$ cat src/rtl/mips_pkg.sv
// Shared MIPS core types and architectural constants: register indices,
// word/index typedefs and register-file reset values.
package mips_pkg;

  typedef logic [4:0]  reg_idx_t;
  typedef logic [31:0] word_t;

  localparam reg_idx_t REG_ZERO = 5'd0;
  localparam reg_idx_t REG_SP   = 5'd29;
  localparam reg_idx_t REG_FP   = 5'd30;
  localparam reg_idx_t REG_RA   = 5'd31;

  localparam word_t DEF_SP_INIT = 32'h8012_0000;
  localparam word_t DEF_RA_INIT = 32'h0000_0000;

endpackage

$ cat src/rtl/reg_file_if.sv
// Register-file access bus: one write port from write-back, two read ports to decode.
// Master drives indices/write data; slave returns combinational read data.
interface reg_file_if #(
  parameter int WIDTH = 32,
  parameter int AW    = 5
);

  logic [AW-1:0]    wr_num;
  logic [WIDTH-1:0] wr_data;
  logic             wr_en;
  logic [AW-1:0]    rd0_num;
  logic [WIDTH-1:0] rd0_data;
  logic [AW-1:0]    rd1_num;
  logic [WIDTH-1:0] rd1_data;

  modport master (
    output wr_num, wr_data, wr_en, rd0_num, rd1_num,
    input  rd0_data, rd1_data
  );

  modport slave (
    input  wr_num, wr_data, wr_en, rd0_num, rd1_num,
    output rd0_data, rd1_data
  );

endinterface

$ cat src/rtl/reg_file_rdport.sv
// Read mux for one register-file port with R0 forced to zero.
// Latency: combinational; backpressure: none.
module reg_file_rdport #(
  parameter int WIDTH = 32,
  parameter int NREGS = 32,
  parameter int AW    = $clog2(NREGS)
) (
  input  logic [WIDTH-1:0] regs [NREGS],
  input  logic [AW-1:0]    num,
  output logic [WIDTH-1:0] data
);

  always_comb begin
    data = '0;
    if (num != '0) begin
      data = regs[num];
    end
  end

endmodule

$ cat src/rtl/reg_file.sv
// 32x32 MIPS register file: two combinational read ports, one synchronous write port.
// Latency: write 1 clock, read 0 (no write-to-read bypass); backpressure: none.
module reg_file
  import mips_pkg::*;
#(
  parameter int               WIDTH   = 32,
  parameter int               NREGS   = 32,
  parameter logic [WIDTH-1:0] SP_INIT = DEF_SP_INIT,
  parameter logic [WIDTH-1:0] RA_INIT = DEF_RA_INIT
) (
  input logic         clk,
  input logic         reset,
  reg_file_if.slave   bus
);

  localparam int AW = $clog2(NREGS);

  logic [WIDTH-1:0] regs_q [NREGS];
  logic [WIDTH-1:0] regs_d [NREGS];

  always_comb begin
    regs_d = regs_q;
    if (bus.wr_en && (bus.wr_num != AW'(REG_ZERO))) begin
      regs_d[bus.wr_num] = bus.wr_data;
    end
  end

  // Reset wins over a concurrent write; sp and ra get architectural start values.
  always_ff @(posedge clk) begin
    if (reset) begin
      for (int i = 0; i < NREGS; i++) begin
        if (i == int'(REG_SP)) begin
          regs_q[i] <= SP_INIT;
        end else if (i == int'(REG_RA)) begin
          regs_q[i] <= RA_INIT;
        end else begin
          regs_q[i] <= '0;
        end
      end
    end else begin
      regs_q <= regs_d;
    end
  end

  reg_file_rdport #(
    .WIDTH (WIDTH),
    .NREGS (NREGS),
    .AW    (AW)
  ) u_rdport0 (
    .regs (regs_q),
    .num  (bus.rd0_num),
    .data (bus.rd0_data)
  );

  reg_file_rdport #(
    .WIDTH (WIDTH),
    .NREGS (NREGS),
    .AW    (AW)
  ) u_rdport1 (
    .regs (regs_q),
    .num  (bus.rd1_num),
    .data (bus.rd1_data)
  );

endmodule

$ cat src/flat_wrapper.sv
// flat-port wrapper written by rule: the top's interface ports become plain ports
module reg_file_flat import mips_pkg::*;
#(
  parameter int               WIDTH   = 32,
  parameter int               NREGS   = 32,
  parameter logic [WIDTH-1:0] SP_INIT = DEF_SP_INIT,
  parameter logic [WIDTH-1:0] RA_INIT = DEF_RA_INIT
)
  (clk, reset, bus_wr_num, bus_wr_data, bus_wr_en, bus_rd0_num, bus_rd1_num, bus_rd0_data, bus_rd1_data);
  reg_file_if #(.WIDTH(WIDTH), .AW(5)) bus_i ();
  input logic clk;
  input logic reset;
  input wire logic [$bits(bus_i.wr_num)-1:0] bus_wr_num;
  input wire logic [$bits(bus_i.wr_data)-1:0] bus_wr_data;
  input wire logic [$bits(bus_i.wr_en)-1:0] bus_wr_en;
  input wire logic [$bits(bus_i.rd0_num)-1:0] bus_rd0_num;
  input wire logic [$bits(bus_i.rd1_num)-1:0] bus_rd1_num;
  output wire logic [$bits(bus_i.rd0_data)-1:0] bus_rd0_data;
  output wire logic [$bits(bus_i.rd1_data)-1:0] bus_rd1_data;
  assign bus_i.wr_num = bus_wr_num;
  assign bus_i.wr_data = bus_wr_data;
  assign bus_i.wr_en = bus_wr_en;
  assign bus_i.rd0_num = bus_rd0_num;
  assign bus_i.rd1_num = bus_rd1_num;
  assign bus_rd0_data = bus_i.rd0_data;
  assign bus_rd1_data = bus_i.rd1_data;
  reg_file #(.WIDTH(WIDTH), .NREGS(NREGS), .SP_INIT(SP_INIT), .RA_INIT(RA_INIT)) u_core (.clk(clk), .reset(reset), .bus(bus_i));
endmodule
$ cat config.mk
export PLATFORM = sky130hd
export DESIGN_NAME = reg_file_flat
export DESIGN_NICKNAME = d
export VERILOG_FILES = /design/src/rtl/mips_pkg.sv /design/src/rtl/reg_file_if.sv /design/src/rtl/reg_file_rdport.sv /design/src/rtl/reg_file.sv /design/src/flat_wrapper.sv
export SDC_FILE = /design/constraint.sdc
export NUM_CORES = 2
export LEC_CHECK = 0
export ABC_AREA = 1
export CORE_MARGIN = 4
export CORE_UTILIZATION = 56
export CTS_BUF_LIST = sky130_fd_sc_hd__clkbuf_8 sky130_fd_sc_hd__clkbuf_16
export DETAILED_ROUTE_END_ITERATION = 10
export PLACE_DENSITY = 0.75
export REMOVE_ABC_BUFFERS = 1
export SYNTH_ARGS = -nofsm -noshare
export SYNTH_HDL_FRONTEND = slang
export SYNTH_HIERARCHICAL = 1
export SYNTH_SLANG_ARGS = --single-unit
export TNS_END_PERCENT = 1
$ cat constraint.sdc
create_clock -name clk -period 4.17 [get_ports clk]
set_clock_uncertainty 0.15 [all_clocks]
set_input_delay 0.417 -clock clk [delete_from_list [all_inputs] [get_ports clk]]
set_output_delay 0.417 -clock clk [all_outputs]
set_load 0.03 [all_outputs]
[After elaboration in Yosys (flattened, before gate mapping)]
Cells that the tools add are included.
Cells by class
  magnitude comparators: 4
  mux-type cells: 11
  bitwise operators: 3
  reduce and logical (&&, ||, !) cells: 5
Operators by type and width (count)
  bitwise mux 1024 bit: 1
  binary-select mux 32 bit (select 5 bit): 2
  two-way mux 32 bit: 7
  demux 32 bit (select 5 bit): 1
  >= comparator 6 bit (second input constant): 3
  inverter 5 -> 6 bit: 3
  nonzero test 5 bit: 3
  less-than comparator 6 x 1 -> 1 bit (second input constant): 1
  logical AND 1 bit: 2
Word-level totals
  register bits: 1024
  bits of input ports: 50
  word-level logic and storage cells: 55

[Logic depth before layout (Yosys ltp)]
  word-level depth: 6
  gate-level depth with buffers: 12
  depth with buffers taken out: 9

[Cells and area by module]
Netlist, hierarchy kept.
By module, submodules not included
  reg_file: instances 1, cells each 4315, area each 35308.9 um^2, sequential area each 20499.7 um^2
  reg_file_rdport: instances 2, cells each 2464, area each 10737.8 um^2, sequential area each 0.0 um^2

[Worst setup path before layout]
OpenSTA, ideal clock, no wires.
  kind: input-to-output
  start: in bus_rd0_num[0]
  end: out bus_rd0_data[1]
  arrival: 1.702 ns
  setup slack: 1.901 ns
  stages: 12
  path through: buf_6 inv_8 buf_6 buf_4 nand2_1 nand3_1 nand3_1 nand2_1 nand2_1 nand2_1 nor2_1 nor2_1
Between the ends
  word-level cells in the longest chain between the ends: 5
  elaborated cells between the ends (all ways): 6
  classes of those cells: mux (4); bitwise (1); reduce/logical (1)
RTL lines
  start, declared: line flat_wrapper.sv:16  | input wire logic [$bits(bus_i.rd0_num)-1:0] bus_rd0_num;
  inverter 5 -> 6 bit (implied by the code): line reg_file_rdport.sv:16  | data = regs[num];
  binary-select mux 32 bit (select 5 bit): line reg_file_rdport.sv:16
  two-way mux 32 bit (implied by the code) (2 in a row): line reg_file_rdport.sv:16
  two-way mux 32 bit *: line reg_file_rdport.sv:15  | if (num != '0) begin
  end, declared: line flat_wrapper.sv:18  | output wire logic [$bits(bus_i.rd0_data)-1:0] bus_rd0_data;
Every way passes the cells marked *; elsewhere a longest branch is shown, timed or not. The select of a mux whose other input is x is not followed.

[Worst setup path after layout]
  start: in bus_rd0_num[2]
  end: out bus_rd0_data[1]
The elaborated chain is that of the path after synthesis.

==> results.toml <==
[setup_path]
crit_family = "simple AND/OR/NAND/NOR gates"
reg2reg_to = "u_core/regs_q[329]$_SDFFE_PP0P_"
critPathMaxFanout = 76
worstSetupPathType = "input pin to output port"
worstPathCellList = "buf_4, inv_6, nand3_1, nand2_1, nand2_1, nand3_1, nand2_1, nor2_1, buf_12"
regToRegSetupSlack_ns = 3.19
cp_num_buf_inv = 3
rr_startpoint = "u_core/regs_q[329]$_SDFFE_PP0P_"
slowest_delay_ns = 0.65
crit_slowest_cell = "inv_6"
crit_arrival_ns = 2.91
rr_worst_depth = 2
cp-end-kind = "output port"
cp-start-kind = "input pin"
path_common_cell = "nand2_1"
critical_path_required_ns = 3.60

[min_path]
hold_depth = 3
worst_hold_path_type = "input pin to register"
hold_start = "reset"
min_to = "u_core/regs_q[84]$_SDFFE_PP1P_"

[synth]
synth_seq_area_share_pct = 36.1
synth_common_cells = "nand2_1 (2860), nand3_1 (1377), dfxtp_1 (1024)"
synth_top_area_share_pct = 36.1
synth.area.mux_share_pct = 0
avgSynthCellArea_um2 = 6.14
synthCells = 9243
async_flop_share_pct = 0
synth_top_family_by_area = "simple AND/OR/NAND/NOR gates"
ys_ff_latch = 1024
synth_adder_area_share_pct = 0
synthDominantAreaCellType = "dfxtp_1"
synth_area_mm2 = 0.0568
synth.distinct_cells = 20
synth-edff-count = 0
synth.area.top_cells = "dfxtp_1 (36%), nand2_1 (19%), nand3_1 (12%)"
synth_compound_area_share_pct = 14.9
synthFlopType = "dfxtp_1"
synthXorXnorAreaFrac_pct = 0
synth_warnings = 6
synth_simple_gate_area_share_pct = 39.3
synth_most_common_cell = "nand2_1"

[global_route]
grt_max_degree = 139
grt_pass1_vias = 59383
grt_usage_pct = 40.8
grt_first_pass_wirelength_mm = 347
grt_antenna_before_repair = 8
grt.overflow.total = 0

[final_layout]
seq_area_mm2 = 0.0205
syn2layout_area_growth_pct = 9.50
multi_input_area_mm2 = 0.0310
drive_above_1_share_pct = 5.79
fin_area_mm2 = 0.0622
fin_cells = 10238
nNetsFinal = 8843
largest_reg_flops = 1024
nFillCells = 9300
top_regs = "u_core/regs_q x1024"
regMostFlops = "u_core/regs_q"

[detailed_routing]
top_layer = "met5"
vias = 64984
dr.pass1.iters = 8
wl_met3_mm = 35.3
wire_per_inst_um = 22.5
drc = 0
met1Wirelength_mm = 84.2
drtIter0Drc = 10829
viasPerCell = 6.35
ant_nets = 0
wl_met2_mm = 93.7
wl_mm = 230

[floorplanning]
core-area_mm2 = 0.100
start_util_pct = 56.6
die_w_um = 326
ios = 114
die_h_um = 326
dieArea_mm2 = 0.107
row_count = 116

[sta]
max_freq_mhz = 288
final_max_slew_viol_count = 0
hold_viol = 0
period_minus_slack_ns = 3.47
rsz0062_at_grt = "false"
relSlewSlack_pct = 16.6
hold_slack_ns = 0.136
finalCritPeriodShare_pct = 83.3
setup_viol = 0
setup_ws_ns = 0.696
worst_slew_pin_slew_ns = 1.25

[place]
placed_area_mm2 = 0.0583
dp_cells = 10038
port_buffers = 113
dp_slack_ns = 0.956
dp_hpwl_mm = 126
gp_congestion = 0.930

[run]
cap_violations = 0

[clock_network]
numCtsBuffers = 110
clk_latency_ns = 0.71
cts_root_buf = "clkbuf_16"
htree_levels = 3
cts.repair.resized = 0
post_cts_buffers = 0
postCtsHoldBufs = 0
clock_path_buffers = 3
cts_tree = "built"
clk_pin_slew_ns = 0.06
cts_sinks = 1024

[power_and_ir_drop]
ir_drop_v = 0.000404
power.density_mw_per_mm2 = 382
p_leak_nw = 25.3

[outcome]
outcome = "complete, no violations"
==> routing by layer <==
| metal | track usage (%) | vias up |
|---|---|---|
| li1 | - | 29332 |
| met1 | 52.7 | 29319 |
| met2 | 60.1 | 5200 |
| met3 | 11.0 | 1127 |
| met4 | 26.7 | 6 |
| met5 | 0.181 | - |
==> layout by cell type, fill, tap and decap left out, drive strengths merged <==
master	count
inv	330
nor3	2
bufinv	15
dfxtp	1024
nand2	2861
clkdlybuf4s50	37
nand3	1377
clkbuf	138
clkinvlp	8
o21ai	945
a21oi	737
clkinv	14
nand4	194
buf	282
o211ai	3
nor2	912
diode	2
==> kinds of logic after synthesis <==
logic type	Yosys count
AO/OA/AOI/OAI	1685
flip-flops	1024
buffers and inverters	1188
AND/OR/NAND/NOR	5346
==> worst max path at each step <==
stage                   start                         endpoint  slack, ns  depth (start not counted)
5_1_grt        bus_rd0_num[0]                  bus_rd0_data[1]       0.70                         10
3_5_place_dp   bus_rd0_num[0]                 bus_rd0_data[10]       0.96                         12
3_3_place_gp   bus_rd0_num[1]                 bus_rd0_data[11]       0.95                         10
4_1_cts        bus_rd0_num[0]                 bus_rd0_data[10]       0.90                         12
6_report       bus_rd0_num[2]                  bus_rd0_data[1]       0.70                          9
2_1_floorplan           reset  u_core/regs_q[100]$_SDFFE_PP0P_      -8.24                          3
==> metrics by stage <==
| step | power (W) | util [%] | TNS [ns] |
|---|---|---|---|
| 3_5_place_dp | 0.0133 | 58.1 | 0 |
| 4_1_cts | 0.0237 | 62.0 | 0 |
| 6_report | 0.0238 | 62.0 | 0 |
| 5_1_grt | 0.0243 | 62.0 | 0 |
| 3_3_place_gp | 0.0133 | 58.1 | 0 |
| 2_1_floorplan | 0.0119 | - | -7977.64 |
==> tightest hold or removal path, cell delays in order <==
cell	delay, ns
buf_2	0.14
inv_8	0.19
o211ai_1	0.21
==> where the power goes <==
group          switching (W)  internal [W]  leakage [nW]
Clock                0.00426       0.00624          1.96
Combinational        0.00231      0.000947          15.0
Sequential         0.0000959       0.00991          8.26
Total                0.00667        0.0171          25.3
==> final cells by class <==
cell class              count  share of cell area [%]
diodes                      2                 0.00805
clock buffers             138                    5.08
clock inverters            60                    1.12
inverters                 307                    1.96
multi-input cells        7031                    49.9
flip-flops and latches   1024                    33.0
well taps                1357                    2.73
repair buffers            319                    6.24
(Power assumes the default switching activity.)
